### config.mk
export PLATFORM = sky130hd
export DESIGN_NAME = aes_key_sched_ctrl
export DESIGN_NICKNAME = d
export VERILOG_FILES = /design/src/rtl/aes_pkg.sv /design/src/rtl/aes_rk_buf.sv /design/src/rtl/aes_key_sched_ctrl.sv
export SDC_FILE = /design/constraint.sdc
export NUM_CORES = 2
export LEC_CHECK = 0
export CAP_MARGIN = 20
export CORE_UTILIZATION = 40
export DETAILED_ROUTE_END_ITERATION = 16
export PLACE_DENSITY_LB_ADDON = 0.2
export REMOVE_ABC_BUFFERS = 1
export SYNTH_ARGS = -nofsm -noshare
export SYNTH_HDL_FRONTEND = slang
export SYNTH_SLANG_ARGS = --single-unit
### constraint.sdc
create_clock -name clk -period 6.1 [get_ports clk]
set_input_delay 0.915 -clock clk [delete_from_list [all_inputs] [get_ports clk]]
set_output_delay 0.915 -clock clk [all_outputs]
set_load 0.03 [all_outputs]
### src/rtl/aes_pkg.sv
// Shared types and sizes for the AES-192 round-key schedule controller.
// The round-key buffer is always 16 deep so rk_idx can address it directly.
package aes_pkg;

    localparam int KEY_W     = 192;
    localparam int BLK_W     = 128;
    localparam int NUM_KEYS  = 13;
    localparam int BUF_DEPTH = 16;
    localparam int IDX_W     = $clog2(BUF_DEPTH);

    typedef enum logic [2:0] {
        S_IDLE    = 3'd0,
        S_START   = 3'd1,
        S_CAPTURE = 3'd2,
        S_DONE    = 3'd3,
        S_ERR     = 3'd4
    } ks_state_e;

    function automatic logic idx_in_range(input logic [IDX_W-1:0] idx, input int num_keys);
        return int'(idx) < num_keys;
    endfunction

endpackage

### src/rtl/aes_rk_buf.sv
// Round-key storage: 16x128 with one write port and one registered read port.
// No reset on the array or the read register so it maps onto block RAM.
module aes_rk_buf
    import aes_pkg::*;
(
    input  logic             clk,
    input  logic             we_i,
    input  logic [IDX_W-1:0] waddr_i,
    input  logic [BLK_W-1:0] wdata_i,
    input  logic [IDX_W-1:0] raddr_i,
    output logic [BLK_W-1:0] rdata_o
);

    logic [BLK_W-1:0] mem_q [BUF_DEPTH];
    logic [BLK_W-1:0] rdata_q;

    always_ff @(posedge clk) begin
        if (we_i) begin
            mem_q[waddr_i] <= wdata_i;
        end
        rdata_q <= mem_q[raddr_i];
    end

    assign rdata_o = rdata_q;

endmodule

### src/rtl/aes_key_sched_ctrl.sv
// Controller around an external AES-192 key-expansion core: accepts a cipher key,
// kicks the core, captures its round-key burst and serves round keys by index.
module aes_key_sched_ctrl
    import aes_pkg::*;
#(
    parameter int NUM_KEYS = aes_pkg::NUM_KEYS,
    parameter int TIMEOUT  = 32
) (
    input  logic             clk,
    input  logic             reset,
    input  logic             key_valid,
    input  logic [KEY_W-1:0] key_in,
    output logic             key_ready,
    output logic             exp_start,
    output logic [KEY_W-1:0] exp_key,
    input  logic [BLK_W-1:0] exp_subkey,
    input  logic             exp_rdy,
    input  logic [IDX_W-1:0] rk_idx,
    output logic [BLK_W-1:0] rk_out,
    output logic             keys_valid,
    output logic             busy,
    output logic             err
);

    localparam int CNT_W = $clog2(NUM_KEYS + 1);
    localparam int TMO_W = $clog2(TIMEOUT);

    localparam logic [CNT_W-1:0] CNT_LAST = CNT_W'(NUM_KEYS - 1);
    localparam logic [CNT_W-1:0] CNT_MAX  = CNT_W'(NUM_KEYS);
    // The exp_start cycle is the first of the TIMEOUT cycles and the ERR
    // transition takes one more edge, hence the last waiting count is TIMEOUT-2.
    localparam logic [TMO_W-1:0] TMO_LAST = TMO_W'(TIMEOUT - 2);

    ks_state_e          state_q, state_d;
    logic [CNT_W-1:0]   cnt_q, cnt_d;
    logic [TMO_W-1:0]   tmo_q, tmo_d;
    logic [KEY_W-1:0]   exp_key_q, exp_key_d;
    logic               rd_sel_q;
    logic               handshake;
    logic               buf_we;
    logic [IDX_W-1:0]   buf_waddr;
    logic [BLK_W-1:0]   buf_rdata;

    assign key_ready  = (state_q == S_IDLE) || (state_q == S_DONE) || (state_q == S_ERR);
    assign exp_start  = (state_q == S_START);
    assign busy       = (state_q == S_START) || (state_q == S_CAPTURE);
    assign keys_valid = (state_q == S_DONE);
    assign err        = (state_q == S_ERR);
    assign exp_key    = exp_key_q;
    assign handshake  = key_valid && key_ready;
    assign buf_waddr  = IDX_W'(cnt_q);

    always_comb begin
        state_d   = state_q;
        cnt_d     = cnt_q;
        tmo_d     = tmo_q;
        exp_key_d = exp_key_q;
        buf_we    = 1'b0;
        case (state_q)
            S_IDLE, S_DONE, S_ERR: begin
                if (handshake) begin
                    exp_key_d = key_in;
                    state_d   = S_START;
                end
            end
            S_START: begin
                cnt_d   = '0;
                tmo_d   = '0;
                state_d = S_CAPTURE;
            end
            S_CAPTURE: begin
                if (exp_rdy) begin
                    buf_we = (cnt_q != CNT_MAX);
                    if (cnt_q != CNT_MAX) begin
                        cnt_d = cnt_q + CNT_W'(1);
                    end
                    if (cnt_q == CNT_LAST) begin
                        state_d = S_DONE;
                    end
                end else if (cnt_q != '0) begin
                    // The core delivers its burst back to back; a gap means a short burst.
                    state_d = S_ERR;
                end else if (tmo_q == TMO_LAST) begin
                    state_d = S_ERR;
                end else begin
                    tmo_d = tmo_q + TMO_W'(1);
                end
            end
            default: state_d = S_IDLE;
        endcase
    end

    always_ff @(posedge clk) begin
        if (reset) begin
            state_q   <= S_IDLE;
            cnt_q     <= '0;
            tmo_q     <= '0;
            exp_key_q <= '0;
            rd_sel_q  <= 1'b0;
        end else begin
            state_q   <= state_d;
            cnt_q     <= cnt_d;
            tmo_q     <= tmo_d;
            exp_key_q <= exp_key_d;
            rd_sel_q  <= keys_valid && idx_in_range(rk_idx, NUM_KEYS);
        end
    end

    aes_rk_buf u_rk_buf (
        .clk     (clk),
        .we_i    (buf_we),
        .waddr_i (buf_waddr),
        .wdata_i (exp_subkey),
        .raddr_i (rk_idx),
        .rdata_o (buf_rdata)
    );

    // Gating with the live keys_valid hides stale data the moment a new key is taken.
    assign rk_out = (rd_sel_q && keys_valid) ? buf_rdata : '0;

endmodule

Word-level counts from Yosys, hierarchy flattened
Memories as Yosys holds them, arrays and structs flattened. A register that Yosys moved wholly into a read port is not among the register bits.
Cells that the tools add are included.
{"block": "classes", "n_mux": 18, "magnitude_cmp": 1, "n_reduce_logical": 14, "n_addsub": 2, "n_eq_ne": 15}
{"cell": "$mux W128", "n": 1}
{"cell": "$mux W3", "n": 5}
{"cell": "$mux W5", "n": 3}
{"cell": "$ne A2 B2 Y1 const B", "n": 5}
{"cell": "$pmux W5 S2", "n": 1}
{"cell": "$pmux W3 S3", "n": 1}
{"cell": "$mux W4", "n": 2}
{"cell": "$pmux W4 S2", "n": 1}
{"cell": "$eq A3 B2 Y1 const B", "n": 2}
{"cell": "$reduce_and A3 Y1", "n": 2}
{"cell": "$add A5 B1 Y5 const B", "n": 1}
{"cell": "$eq A5 B5 Y1 const B", "n": 1}
{"cell": "$add A4 B1 Y4 const B", "n": 1}
{"cell": "$eq A4 B4 Y1 const B", "n": 1}
{"cell": "$lt A4 B4 Y1 const B", "n": 1}
{"cell": "$mux W1", "n": 4}
{"cell": "$ne A4 B2 Y1 const B", "n": 1}
{"cell": "$ne A4 B4 Y1 const B", "n": 1}
{"cell": "$reduce_and A4 Y1", "n": 1}
{"cell": "$reduce_bool A4 Y1", "n": 1}
{"cell": "$eq A3 B1 Y1 const B", "n": 1}
{"cell": "$eq A3 B3 Y1 const B", "n": 1}
{"cell": "$logic_and A1 B1 Y1", "n": 3}
{"cell": "$logic_not A3 Y1", "n": 1}
{"cell": "6 further kinds", "n": 8}
{"block": "totals", "inputBits": 328, "n_memories": 1, "regBits": 205, "ram_bits": 2048, "word_cells": 56}
{"name": "u_rk_buf.mem_q", "words": 16, "word_bits": 128, "read_ports": 1, "rd_ports_with_merged_regs": 1, "write_ports": 1, "line": "aes_rk_buf.sv:14", "text": "logic [BLK_W-1:0] mem_q [BUF_DEPTH];"}

Longest topological paths before layout
{"block": "depth", "word_depth": 6, "ltp_mapped": 8}

By module
From an unflattened synthesis, not the netlist that was laid out.
{"block": "hier_totals", "cells_unflattened": 4443, "hier_area_um2": 87828.0}
{"module": "aes_rk_buf", "instances": 1, "area_per_inst_um2": 79466.2, "cells_each": 3354}
{"module": "aes_key_sched_ctrl", "instances": 1, "area_per_inst_um2": 8361.8, "cells_each": 1089}

Least setup slack after synthesis
Ideal clock, no wire load.
{"block": "synth_timing", "path_type": "input port to flip-flop", "start": "in exp_rdy", "end": "mem u_rk_buf.mem_q[10][0] (enable)", "setup_ps": 502, "stages": 3, "path_buffers": 0, "slack_ps": 1263, "arrival_time_ps": 4335, "path_cell_list": "nand3_1 nor3b_1 and2_1"}
{"block": "synth_between", "elab_chain_cells": 4}
{"element": "start, declared", "line": "aes_key_sched_ctrl.sv:17", "text": "input logic exp_rdy,"}
{"element": "$mux W1", "line": "aes_key_sched_ctrl.sv:72", "text": "if (exp_rdy) begin"}
{"element": "$mux W1", "line": "aes_key_sched_ctrl.sv:59", "text": "case (state_q)"}
{"element": "$mux W1", "line": "aes_rk_buf.sv:18", "text": "if (we_i) begin"}
{"element": "$mux W1 (implied by the code)", "line": "aes_rk_buf.sv:19", "text": "mem_q[waddr_i] <= wdata_i;"}
{"element": "end, declared", "line": "aes_rk_buf.sv:14"}
Every way passes these cells.

Worst setup path after layout
{"block": "layout_timing", "start": "reg state_q[0]", "end": "out rk_out[2]"}
{"block": "layout_between", "elab_chain_cells": 3}
{"element": "start, declared", "line": "aes_key_sched_ctrl.sv:34", "text": "ks_state_e state_q, state_d;"}
{"element": "start signal, assigned", "line": "aes_key_sched_ctrl.sv:101", "text": "state_q <= state_d;"}
{"element": "$eq A3 B2 Y1", "line": "aes_key_sched_ctrl.sv:47", "text": "assign keys_valid = (state_q == S_DONE);"}
{"element": "$logic_and A1 B1 Y1", "line": "aes_key_sched_ctrl.sv:119", "text": "assign rk_out = (rd_sel_q && keys_valid) ? buf_rdata : '0;"}
{"element": "$mux W128", "line": "aes_key_sched_ctrl.sv:119"}
{"element": "end, declared", "line": "aes_key_sched_ctrl.sv:19", "text": "output logic [BLK_W-1:0] rk_out,"}
Every way passes these cells.

==> results.txt <==
- Outcome: finished, final reports clean
- In this run the critical register-to-register path is launched from state_q[0].
- TritonCTS built the clock tree.
- sky130_fd_sc_hd__edfxtp_1 takes more of the synthesized area than any other cell.
- The clock network burns 40.3% of the power.
- Wire length of the first global-routing pass: 320 mm
* Final period util: 81.9%
- Number of design-rule violations left by the first detailed-router iteration: 3394
- Post-Route WL: 225 mm
* Die width: 469 um
* CP Launch Type: register
- Setup slack on the critical path of the routed design comes to 1110 ps.
- The initial antenna violation count was 52.
- Peak Freq: 200 MHz
- In this run, synthesis produced a sequential element count of 2381.
* Number of global-route vias before repair: 45050
- Net switching is 23.7% of the power.
- Share of synthesized flip-flops with an asynchronous set or reset: 0%
- The count of buffers added on input and output ports is 652.
- Among all cell types in the netlist, the one instantiated most often is sky130_fd_sc_hd__edfxtp_1.
- Portion of total power attributed to combinational logic: 9.2%
- H-tree depth: 4
* Total die area: 0.220 mm^2
- The worst pin sits at a relative slew slack of 28.0%.
* Initial Util: 40.2%
- For this run, the post-layout net count is 5517.
* Number of unique standard cell types used by synthesis: 40
- Counting the buffers created by CTS gives 236.
* Core area: 0.217 mm^2
- Setup violations remaining at the end of the flow were counted as 0.
- Top cells by area, synth: sky130_fd_sc_hd__edfxtp_1 (71%), sky130_fd_sc_hd__mux4_2 (13%), sky130_fd_sc_hd__dfxtp_1 (7.6%)
- CTS Root Buffer Type: sky130_fd_sc_hd__clkbuf_16
- The tool flagged a number of max-cap violations equal to 0.
- # placed instances: 7799
- The floorplan has 171 rows.
- Subtracting the final worst setup slack from the clock period gives 4990 ps.
- Maximum resistive drop on vdd: 0.300 mV
* Clock insertion delay at the later pin of the skew report: 860 ps
- Total clock sinks: 2381
* Hold WC Path Type: register to register
- Counting instances, the worst hold path has a depth of 2.
* Total vias in the final route: 44045
- Number of gates resized after cts: 0
* Worst slack at placement: 1990 ps
- Maximum fanout along the worst path: 74
* Final-report hold violation count: 0
* Worst min-delay path endpoint: exp_key[87]
* Hold Buf Count CTS: 0
- Compared with the post-synthesis result, the final layout area differs by 21.4%.
- In the final layout, the share of cells above drive strength 1 is 18.5%.
* Residual DRC: 0
* Crit. End Element: output port
- Sequential cells burn 50.4% of the power.
* Yosys Warn Count: 0
* WL/cell: 27.3 um
* Unrepaired setup endpoints after global routing: false
- Once detail routing completed, the nets flagged for antenna violations numbered 0.
- Routability-driven placement finished with a final weighted congestion of 0.773.
- The total count of max-transition violations in the final report is 0.
- The setup path with the least slack is of type register to output port.
* Pin count of the biggest net entering global routing: 193
* Post-synth EDFFs: 2048
- Sequential area share after synthesis: 78.2%
* Switch Pwr: 8.69 mW
- Post-synthesis cell count: 4348
- Minimum setup slack among reg-to-reg paths: 2910 ps
- Chip Height: 469 um
- Cell count of the worst reg-to-reg path: 5
* Clock Pin Slew Worst Setup and Hold Paths: 60 ps
* Leak: 34.7 nW
- Hold path start: exp_key[87]
- Capture point of the worst reg-to-reg path: exp_key[74]
- Synth top cells by count: sky130_fd_sc_hd__edfxtp_1 (2048), sky130_fd_sc_hd__nand2_1 (519), sky130_fd_sc_hd__mux4_2 (512), sky130_fd_sc_hd__dfxtp_1 (333), sky130_fd_sc_hd__a22oi_1 (256)
- After detailed routing, the number of vias per cell comes to 5.33.
- Post-Layout Cell Count: 8260
* Area share of the largest cell type after synthesis: 70.5%
- Power comes to 36.7 mW.
- Data arrival time of the critical path: 4080 ps
* Required time at the worst-slack endpoint: 5180 ps
- Count of boundary I/O pins: 653
* Post-CTS setup buffer count: 0
- Internal Pwr Total: 28.0 mW
- Overflow left after global routing: 0
- No sink is reached through more buffers than the 3 on the longest clock path.
* Per-instance average area after synthesis: 20.1 um^2
* Pin slew with the least headroom to its limit: 1070 ps
* Number of search-and-repair iterations in the first detailed-routing pass: 8
- Most used flip-flop cell after synthesis: sky130_fd_sc_hd__edfxtp_1
- Sum Neg Setup Slack: 0 ps
- Cell Area, Synth: 0.0872 mm^2
- P per Cell Area: 347 mW/mm^2
- Setup Skew: 53.7 ps
* Half-perimeter wire length after detailed placement: 134 mm
- Overall fraction of global-route tracks in use: 20.2%
cells in the final DEF (no fill, tap or decap), types with 6 or more instances in the layout:
master and instances:
sky130_fd_sc_hd__clkinvlp_4 10, sky130_fd_sc_hd__buf_4 43, sky130_fd_sc_hd__clkinv_1 27, sky130_fd_sc_hd__bufinv_16 18
sky130_fd_sc_hd__conb_1 128, sky130_fd_sc_hd__a21oi_1 197, sky130_fd_sc_hd__diode_2 12, sky130_fd_sc_hd__clkbuf_8 47
sky130_fd_sc_hd__edfxtp_1 2048, sky130_fd_sc_hd__clkdlybuf4s50_1 649, sky130_fd_sc_hd__nand2_1 519, sky130_fd_sc_hd__nand3_1 9
sky130_fd_sc_hd__and2_4 16, sky130_fd_sc_hd__clkinv_2 37, sky130_fd_sc_hd__dfxtp_1 332, sky130_fd_sc_hd__clkinv_16 7
sky130_fd_sc_hd__nor2_1 13, sky130_fd_sc_hd__clkbuf_16 238, sky130_fd_sc_hd__clkbuf_1 52, sky130_fd_sc_hd__ha_1 6
sky130_fd_sc_hd__mux4_2 512, sky130_fd_sc_hd__and3_1 130, sky130_fd_sc_hd__a22oi_1 256, sky130_fd_sc_hd__buf_12 42
power by group through the flow:
stage	clock, mW	combinational (mW)	sequential [mW]
final	14.8	3.39	18.5
after global placement	0	3.40	18.8
after floorplan	0	1.22	19.2
after CTS	15.1	3.43	18.5
after global routing	15.7	3.63	18.5
after detailed placement	0	3.43	18.9
worst max-delay path, stage by stage, from the launching register on:
cell                              delay, ps
sky130_fd_sc_hd__dfxtp_1                550
sky130_fd_sc_hd__and3b_4                800
sky130_fd_sc_hd__buf_4                  640
sky130_fd_sc_hd__and3_1                 270
sky130_fd_sc_hd__clkdlybuf4s50_1        680
flip-flops by register name, indices dropped and copies added, names as in the netlist:
name,cells
tmo_q,5
exp_key,192
u_rk_buf.rdata_o,128
rd_sel_q,1
u_rk_buf.mem_q,2048
state_q,3
buf_waddr,4
cell families (layout without fill, tap and decap cells):
logic type | count (synthesis) | in the layout | synth area share (%)
xor+xnor | 5 | 5 | 0.0502
fa+ha+maj | 6 | 6 | 0.0861
mux | 514 | 514 | 13.2
other cells | 1 | 140 | 0.00430
simple gates | 706 | 706 | 3.55
buf+inv | 273 | 1192 | 1.47
flops | 2381 | 2381 | 78.2
compound gates | 462 | 462 | 3.42
worst max path at each step:
stage	from	end	slack, ps	cells past startpoint
after global placement	exp_rdy	u_rk_buf.mem_q[11][72]	2000	5
after detailed placement	state_q[0]	rk_out[2]	1990	4
after global routing	state_q[0]	rk_out[73]	910	4
after floorplan	state_q[0]	exp_key[0]	60	4
after CTS	state_q[0]	rk_out[2]	1030	4
final	state_q[0]	rk_out[2]	1110	4
stage by stage:
step	utilization (%)	instance area, um^2	hold slack, ps
finish	48.8	106000	455
global route	48.8	106000	468
CTS	48.8	106000	453
detailed placement	45.1	97800	446
global placement	45.1	97800	441
floorplan	-	86400	458
layout make-up:
class | count | area, um^2
inverters | 5 | 18.8
repair buffers | 738 | 7730
clock inverters | 112 | 1270
fillers | 17746 | 111000
diodes | 12 | 30.0
multi-input cells | 1821 | 18300
well taps | 2854 | 3570
flip-flops and latches | 2381 | 68200
clock buffers | 337 | 6800
routing by layer:
metal	track usage (%)	vias up	share of wire [%]	wire [um]
met3	4.07	387	5.9	13200
met1	25.1	23118	39	88600
met5	0	-	0.10	234
met4	7.36	36	3.5	7810
met2	35.1	1367	51	115000
li1	-	19137	-	-
Power figures use the tool's default switching activity.
